## src/rtl/rv_fetch_pkg.sv

```systemverilog
// Shared types and constants for the instruction-fetch slice.
// Holds the fetch FSM encoding, the reset PC default, the empty-slot NOP
// and the layout of a queued {pc, instruction} fetch entry.
package rv_fetch_pkg;

  typedef enum logic {
    RUN  = 1'b0,
    HALT = 1'b1
  } fetch_state_e;

  localparam logic [31:0] RESET_PC_DEF = 32'h0000_0000;
  localparam logic [31:0] NOP_INSTR    = 32'h0000_0013;  // addi x0, x0, 0
  localparam int          ENTRY_W      = 64;             // pc + instr

  typedef struct packed {
    logic [31:0] pc;
    logic [31:0] instr;
  } fetch_entry_t;

  // Word-align a byte address by clearing the two low bits.
  function automatic logic [31:0] word_align(input logic [31:0] addr);
    return {addr[31:2], 2'b00};
  endfunction

endpackage

```

## src/rtl/ifetch_queue.sv

```systemverilog
// Synchronous FIFO of fetch entries between the fetch PC and decode.
// Latency: an entry written at an edge is readable on dout the next cycle.
// Backpressure: push is dropped when full unless a pop happens in the same
// cycle; flush empties the queue and wins over push (a same-cycle pop is moot).
// Ports: clk/rst, push/pop/flush controls, din/dout entries, count/full/empty.
module ifetch_queue
  import rv_fetch_pkg::*;
#(
  parameter int DEPTH = 2
) (
  input  logic                     clk,
  input  logic                     rst,
  input  logic                     push,
  input  logic                     pop,
  input  logic                     flush,
  input  logic [ENTRY_W-1:0]       din,
  output logic [ENTRY_W-1:0]       dout,
  output logic [$clog2(DEPTH):0]   count,
  output logic                     full,
  output logic                     empty
);

  localparam int AW = $clog2(DEPTH);
  localparam int CW = AW + 1;

  logic [ENTRY_W-1:0] mem_q [DEPTH];
  logic [AW-1:0]      rd_ptr_q;
  logic [AW-1:0]      wr_ptr_q;
  logic [CW-1:0]      count_q;
  logic               do_push;
  logic               do_pop;

  assign empty   = (count_q == '0);
  assign full    = (count_q == CW'(DEPTH));
  assign do_pop  = pop && !empty;
  // A full queue can still accept when the head leaves in the same cycle.
  assign do_push = push && (!full || do_pop);

  always_ff @(posedge clk) begin
    if (rst) begin
      rd_ptr_q <= '0;
      wr_ptr_q <= '0;
      count_q  <= '0;
      for (int i = 0; i < DEPTH; i++) begin
        mem_q[i] <= {32'h0000_0000, NOP_INSTR};
      end
    end else if (flush) begin
      rd_ptr_q <= '0;
      wr_ptr_q <= '0;
      count_q  <= '0;
    end else begin
      if (do_push) begin
        mem_q[wr_ptr_q] <= din;
        wr_ptr_q        <= wr_ptr_q + AW'(1);
      end
      if (do_pop) begin
        rd_ptr_q <= rd_ptr_q + AW'(1);
      end
      count_q <= count_q + CW'(do_push) - CW'(do_pop);
    end
  end

  assign dout  = mem_q[rd_ptr_q];
  assign count = count_q;

endmodule

```

## src/rtl/ifetch_unit.sv

```systemverilog
// Instruction fetch: drives the zero-latency imem and queues {pc, instr} for decode.
// Latency: a fetched word appears on out_* one cycle after its fetch cycle;
// a redirect target appears two cycles after the redirect cycle.
// Backpressure: fetch stalls (imem_addr holds) while the queue is full and
// decode is not popping. Ports: imem_addr/imem_instr, redirect_*, out_*, fetch_err.
module ifetch_unit
  import rv_fetch_pkg::*;
#(
  parameter logic [31:0] RESET_PC = RESET_PC_DEF,
  parameter int          QDEPTH   = 2
) (
  input  logic        clk,
  input  logic        rst,
  output logic [31:0] imem_addr,
  input  logic [31:0] imem_instr,
  input  logic        redirect_valid,
  input  logic [31:0] redirect_pc,
  output logic        out_valid,
  input  logic        out_ready,
  output logic [31:0] out_instr,
  output logic [31:0] out_pc,
  output logic [31:0] out_pc4,
  output logic        fetch_err
);

  localparam int CW = $clog2(QDEPTH) + 1;

  fetch_state_e  state_q, state_d;
  logic [31:0]   fetch_pc_q, fetch_pc_d;
  logic          err_q, err_d;

  logic          fetch_en;
  logic          redir;
  logic          misaligned;
  logic          push;
  logic          pop;
  logic          q_full;
  logic          q_empty;
  logic [CW-1:0] q_count;
  logic [ENTRY_W-1:0] q_dout;
  fetch_entry_t  head;
  fetch_entry_t  tail_entry;

  // ---------------- FSM: state register ----------------
  always_ff @(posedge clk) begin
    if (rst) begin
      state_q <= RUN;
    end else begin
      state_q <= state_d;
    end
  end

  // ---------------- FSM: next state ----------------
  assign misaligned = (redirect_pc[1:0] != 2'b00);

  always_comb begin
    state_d = state_q;
    if (state_q == RUN && redirect_valid && misaligned) begin
      state_d = HALT;
    end
  end

  // ---------------- FSM: outputs ----------------
  always_comb begin
    fetch_en = 1'b0;
    if (state_q == RUN) begin
      fetch_en = 1'b1;
    end
  end

  // ---------------- Datapath ----------------
  assign redir = fetch_en && redirect_valid;
  assign pop   = out_valid && out_ready;
  // Redirect wins over fetch; a full queue only takes a new word if the head leaves.
  assign push  = fetch_en && !redirect_valid && ((q_count < CW'(QDEPTH)) || pop);

  always_comb begin
    fetch_pc_d = fetch_pc_q;
    err_d      = err_q;
    if (redir) begin
      fetch_pc_d = word_align(redirect_pc);
      err_d      = err_q | misaligned;
    end else if (push) begin
      fetch_pc_d = fetch_pc_q + 32'd4;  // wraps FFFFFFFC -> 0
    end
  end

  always_ff @(posedge clk) begin
    if (rst) begin
      fetch_pc_q <= word_align(RESET_PC);
      err_q      <= 1'b0;
    end else begin
      fetch_pc_q <= fetch_pc_d;
      err_q      <= err_d;
    end
  end

  assign tail_entry = '{pc: fetch_pc_q, instr: imem_instr};

  ifetch_queue #(
    .DEPTH(QDEPTH)
  ) u_queue (
    .clk  (clk),
    .rst  (rst),
    .push (push),
    .pop  (pop),
    .flush(redir),
    .din  (tail_entry),
    .dout (q_dout),
    .count(q_count),
    .full (q_full),
    .empty(q_empty)
  );

  assign head = fetch_entry_t'(q_dout);

  // Outputs read as zero while the queue is empty so stale slots never leak.
  assign imem_addr = fetch_pc_q;
  assign out_valid = !q_empty;
  assign out_pc    = out_valid ? head.pc    : 32'h0000_0000;
  assign out_instr = out_valid ? head.instr : 32'h0000_0000;
  assign out_pc4   = out_pc + 32'd4;
  assign fetch_err = err_q;

  // A full queue can never also report empty.
  a_full_not_empty : assert property (@(posedge clk) disable iff (rst) q_full |-> !q_empty);

endmodule

```

## config.mk

```make
export PLATFORM = sky130hd
export DESIGN_NAME = ifetch_unit
export DESIGN_NICKNAME = d
export VERILOG_FILES = /design/src/rtl/rv_fetch_pkg.sv /design/src/rtl/ifetch_queue.sv /design/src/rtl/ifetch_unit.sv
export SDC_FILE = /design/constraint.sdc
export NUM_CORES = 1
export LEC_CHECK = 0
export CELL_PAD_IN_SITES_DETAIL_PLACEMENT = 2
export CELL_PAD_IN_SITES_GLOBAL_PLACEMENT = 2
export CORE_MARGIN = 1
export CORE_UTILIZATION = 34
export CTS_CLUSTER_DIAMETER = 50
export CTS_CLUSTER_SIZE = 8
export DETAILED_ROUTE_END_ITERATION = 16
export GPL_ROUTABILITY_DRIVEN = 0
export GPL_TIMING_DRIVEN = 0
export PLACE_DENSITY_LB_ADDON = 0.1
export SLEW_MARGIN = 20
export SYNTH_ARGS = -nofsm -noshare
export SYNTH_HDL_FRONTEND = slang
export SYNTH_SLANG_ARGS = --single-unit
```

## constraint.sdc

```tcl
create_clock -name clk -period 12.5 [get_ports clk]
set_input_delay 1.25 -clock clk [delete_from_list [all_inputs] [get_ports clk]]
set_output_delay 1.25 -clock clk [all_outputs]
set_load 0.01 [all_outputs]
```

==> impl_metrics.toml <==
[synthesis]
yosysSeqAreaShare = 0.535
synth-warning-count = 0
synthArstFlopShare = 0
yosysTopAreaCellShare = 0.446
synth_edf_count = 124
synth_commonest_cells = "edfxtp_1 (124), and2_1 (119), nor2_1 (104), mux2i_1 (61), dfxtp_1 (37)"
synth_most_common_cell = "edfxtp_1"
synth_cells = 765
yosys.area.top_type = "edfxtp_1"
synth_seq_cells = 161
synth_cell_types = 54
synth_top_flop_cell = "edfxtp_1"
syn-cell-area_um2 = 8350
yosys-top-cells-area = "edfxtp_1 (45%), and2_1 (8.9%), dfxtp_1 (8.9%)"
avgSynthCellArea_um2 = 10.9

[detailed_routing]
wire_per_inst_um = 21.0
ant_nets = 0
first_pass_iters = 4
drt_wl_total_um = 27700
drc = 0
vias = 6618
drtIter0Drc = 184
via_per_inst = 5.03

[floorplanning]
dieWidth_um = 159
io_pins = 198
die_h_um = 159
initial_utilization = 0.351
core_um2 = 23800
die-area_um2 = 25200
num_rows = 56

[placed_design]
placed_area_um2 = 10800
dp_hpwl_um = 20800
portBuffers = 190
numPlacedInstances = 1284

[clock_network]
worstSkewPairLatency_ns = 0.44
ctsResizeCount = 0
cts_setup_buffers = 0
postCtsHoldBufs = 0
path_clk_slew_ns = 0.07
cts_max_level = 4
numCtsBuffers = 17
cts_root_buffer = "clkbuf_16"
cts.sink_count = 161
clockBufferDepth = 2
cts_tree = "done"

[timing]
fin_skew_ns = 0.0106
finalHoldViolCount = 0
finalSetupViolations = 0
rsz0062_at_grt = "no"
fin_crit_sh = 0.450
max_freq_mhz = 178
fin_crit_ns = 5.62
tightest_slew_ns = 0.967
maxSlewHeadroom = 0.353
slew_viol_final = 0
fin_setup_tns_ns = 0

[min_path]
min_from = "fetch_err"
hp-class = "flop to flop"

[worst_setup_path]
crit_top_cell = "nor2_1"
cp_top_family = "buffers and inverters"
end_kind = "output pin"
cp.required_ns = 11.25
slowest_delay_ns = 0.75
critPathSlowestCell = "nor2_1"
reg2regPathDepth = 8
critPathMaxFanout = 10
r2r_slack_ns = 9.86
path_class = "flop to output pin"
path_buf_inv = 3
endpoint = "out_pc4[26]"
r2r-start = "u_queue.count[1]"
cp.depth = 10
crit_start = "u_queue.count[1]"
path_cells = "nor2_1, clkbuf_1, buf_1, nor2_1, ha_1, and3_1, nand4_4, nor4_1, xor2_1, clkdlybuf4s50_1"
crit_arrival_ns = 4.37
regToRegEndpoint = "u_queue.mem_q[1][38]"
startpoint_type = "flop"

[layout]
design_area_um2 = 11300
nFillCells = 2435
drive_above_1_share = 0.0782
final_core_util = 0.477
num_antenna_cells = 0
syn_to_final_growth_pct = 35.8
layout.cells.non_filler = 1316
fin_nets = 1056

[power_and_ir_drop]
p_per_area_nw_per_um2 = 128
ir_drop_mv = 0.0631
p_leak_nw = 4.00

[global_routing]
grt_pass1_wl_um = 42400
grt_pass1_vias = 7207
grt.overflow.total = 0
grt_usage = 0.229
antenna_found_initial = 0
grt_max_degree = 35

[status]
status = "finished clean"

[flow_run]
max_cap_violations = 0
==> cell type report <==
cell class / count / area [um^2] / area share
buffer: 50 / 243 / 0.0214
clock buffer: 17 / 425 / 0.0375
clock inverter: 15 / 143 / 0.0126
inverter: 15 / 56.3 / 0.00497
multi-input combinational: 544 / 3630 / 0.320
sequential: 161 / 4460 / 0.394
tap: 319 / 399 / 0.0352
timing repair buffer: 195 / 1970 / 0.174
==> metal layers <==
metal,GRT usage,vias up,share of wire
met5,0,-,0
met4,0.0797,0,0.022
met3,0.0449,40,0.053
met2,0.400,191,0.49
met1,0.281,3268,0.43
li1,-,3119,-
==> kinds of logic (layout without fill, tap and decap cells) <==
logic type / count (synthesis) / after routing / synth area share
flip-flops: 161 / 161 / 0.535
other: 1 / 6 / 0.000449
XOR/XNOR: 57 / 57 / 0.0598
AND/OR/NAND/NOR: 366 / 366 / 0.246
AO/OA/AOI/OAI: 49 / 49 / 0.0429
buffers and inverters: 65 / 292 / 0.0358
multiplexers: 62 / 62 / 0.0745
adder cells (fa/ha/maj): 4 / 4 / 0.00600
==> tightest hold or removal path, delay by kind of cell (launching register included) <==
family	cells	cell delay (ns)
and+or+nand+nor	1	0.08
AOI/OAI and AO/OA	1	0.05
DFF	1	0.34
==> sequential cells by signal (all words and copies together), names as in the netlist, named ones only <==
signal	flops
fetch_err	1
imem_addr	30
state_q	1
u_queue.count	2
u_queue.mem_q	124
u_queue.rd_ptr_q	1
u_queue.wr_ptr_q	1
==> worst min path at each step <==
stage	endpoint	slack, ns	cells after the start
floorplan	state_q	0.48	2
global placement	fetch_err	0.47	2
detailed placement	fetch_err	0.47	2
CTS	fetch_err	0.50	2
global route	fetch_err	0.52	2
finish	fetch_err	0.50	2
==> cells in the final DEF (no fill, tap or decap), types with 4 or more instances in the layout <==
cell | synthesis | routed
inv_8 | 0 | 4
a211oi_1 | 26 | 26
nand3_1 | 28 | 28
inv_1 | 15 | 15
nand3b_1 | 8 | 8
and4_1 | 4 | 4
xor2_1 | 27 | 27
nor4_4 | 3 | 4
xnor2_1 | 30 | 30
nand4_1 | 12 | 12
ha_1 | 4 | 4
clkdlybuf4s50_1 | 0 | 190
clkbuf_1 | 27 | 27
buf_4 | 10 | 10
and3_1 | 5 | 5
dfxtp_1 | 37 | 37
and2_1 | 119 | 119
buf_1 | 4 | 4
nor4_1 | 8 | 8
conb_1 | 1 | 6
buf_2 | 7 | 7
edfxtp_1 | 124 | 124
a21oi_1 | 5 | 5
nand2_1 | 30 | 29
nor3_1 | 15 | 15
nand2b_1 | 7 | 7
nor2_1 | 104 | 104
inv_6 | 0 | 6
o21ai_0 | 6 | 6
mux2i_1 | 61 | 61
clkbuf_16 | 0 | 17
==> report_power, final <==
group | switching, mW | total [mW] | leakage (nW) | internal (mW)
logic | 0.156 | 0.291 | 2.12 | 0.134
clock network | 0.251 | 0.517 | 0.284 | 0.266
registers | 0.0309 | 0.649 | 1.60 | 0.618
total | 0.438 | 1.46 | 4.00 | 1.02
==> stage by stage <==
stage          hold slack (ns)  worst slack [ns]  power, mW
6_report                 0.500              6.88       1.46
5_1_grt                  0.522              6.54       1.51
2_1_floorplan            0.481              5.69      0.788
3_3_place_gp             0.469              2.23      0.943
4_1_cts                  0.501              6.73       1.47
3_5_place_dp             0.474              7.20      0.954
Power figures use the tool's default switching activity.
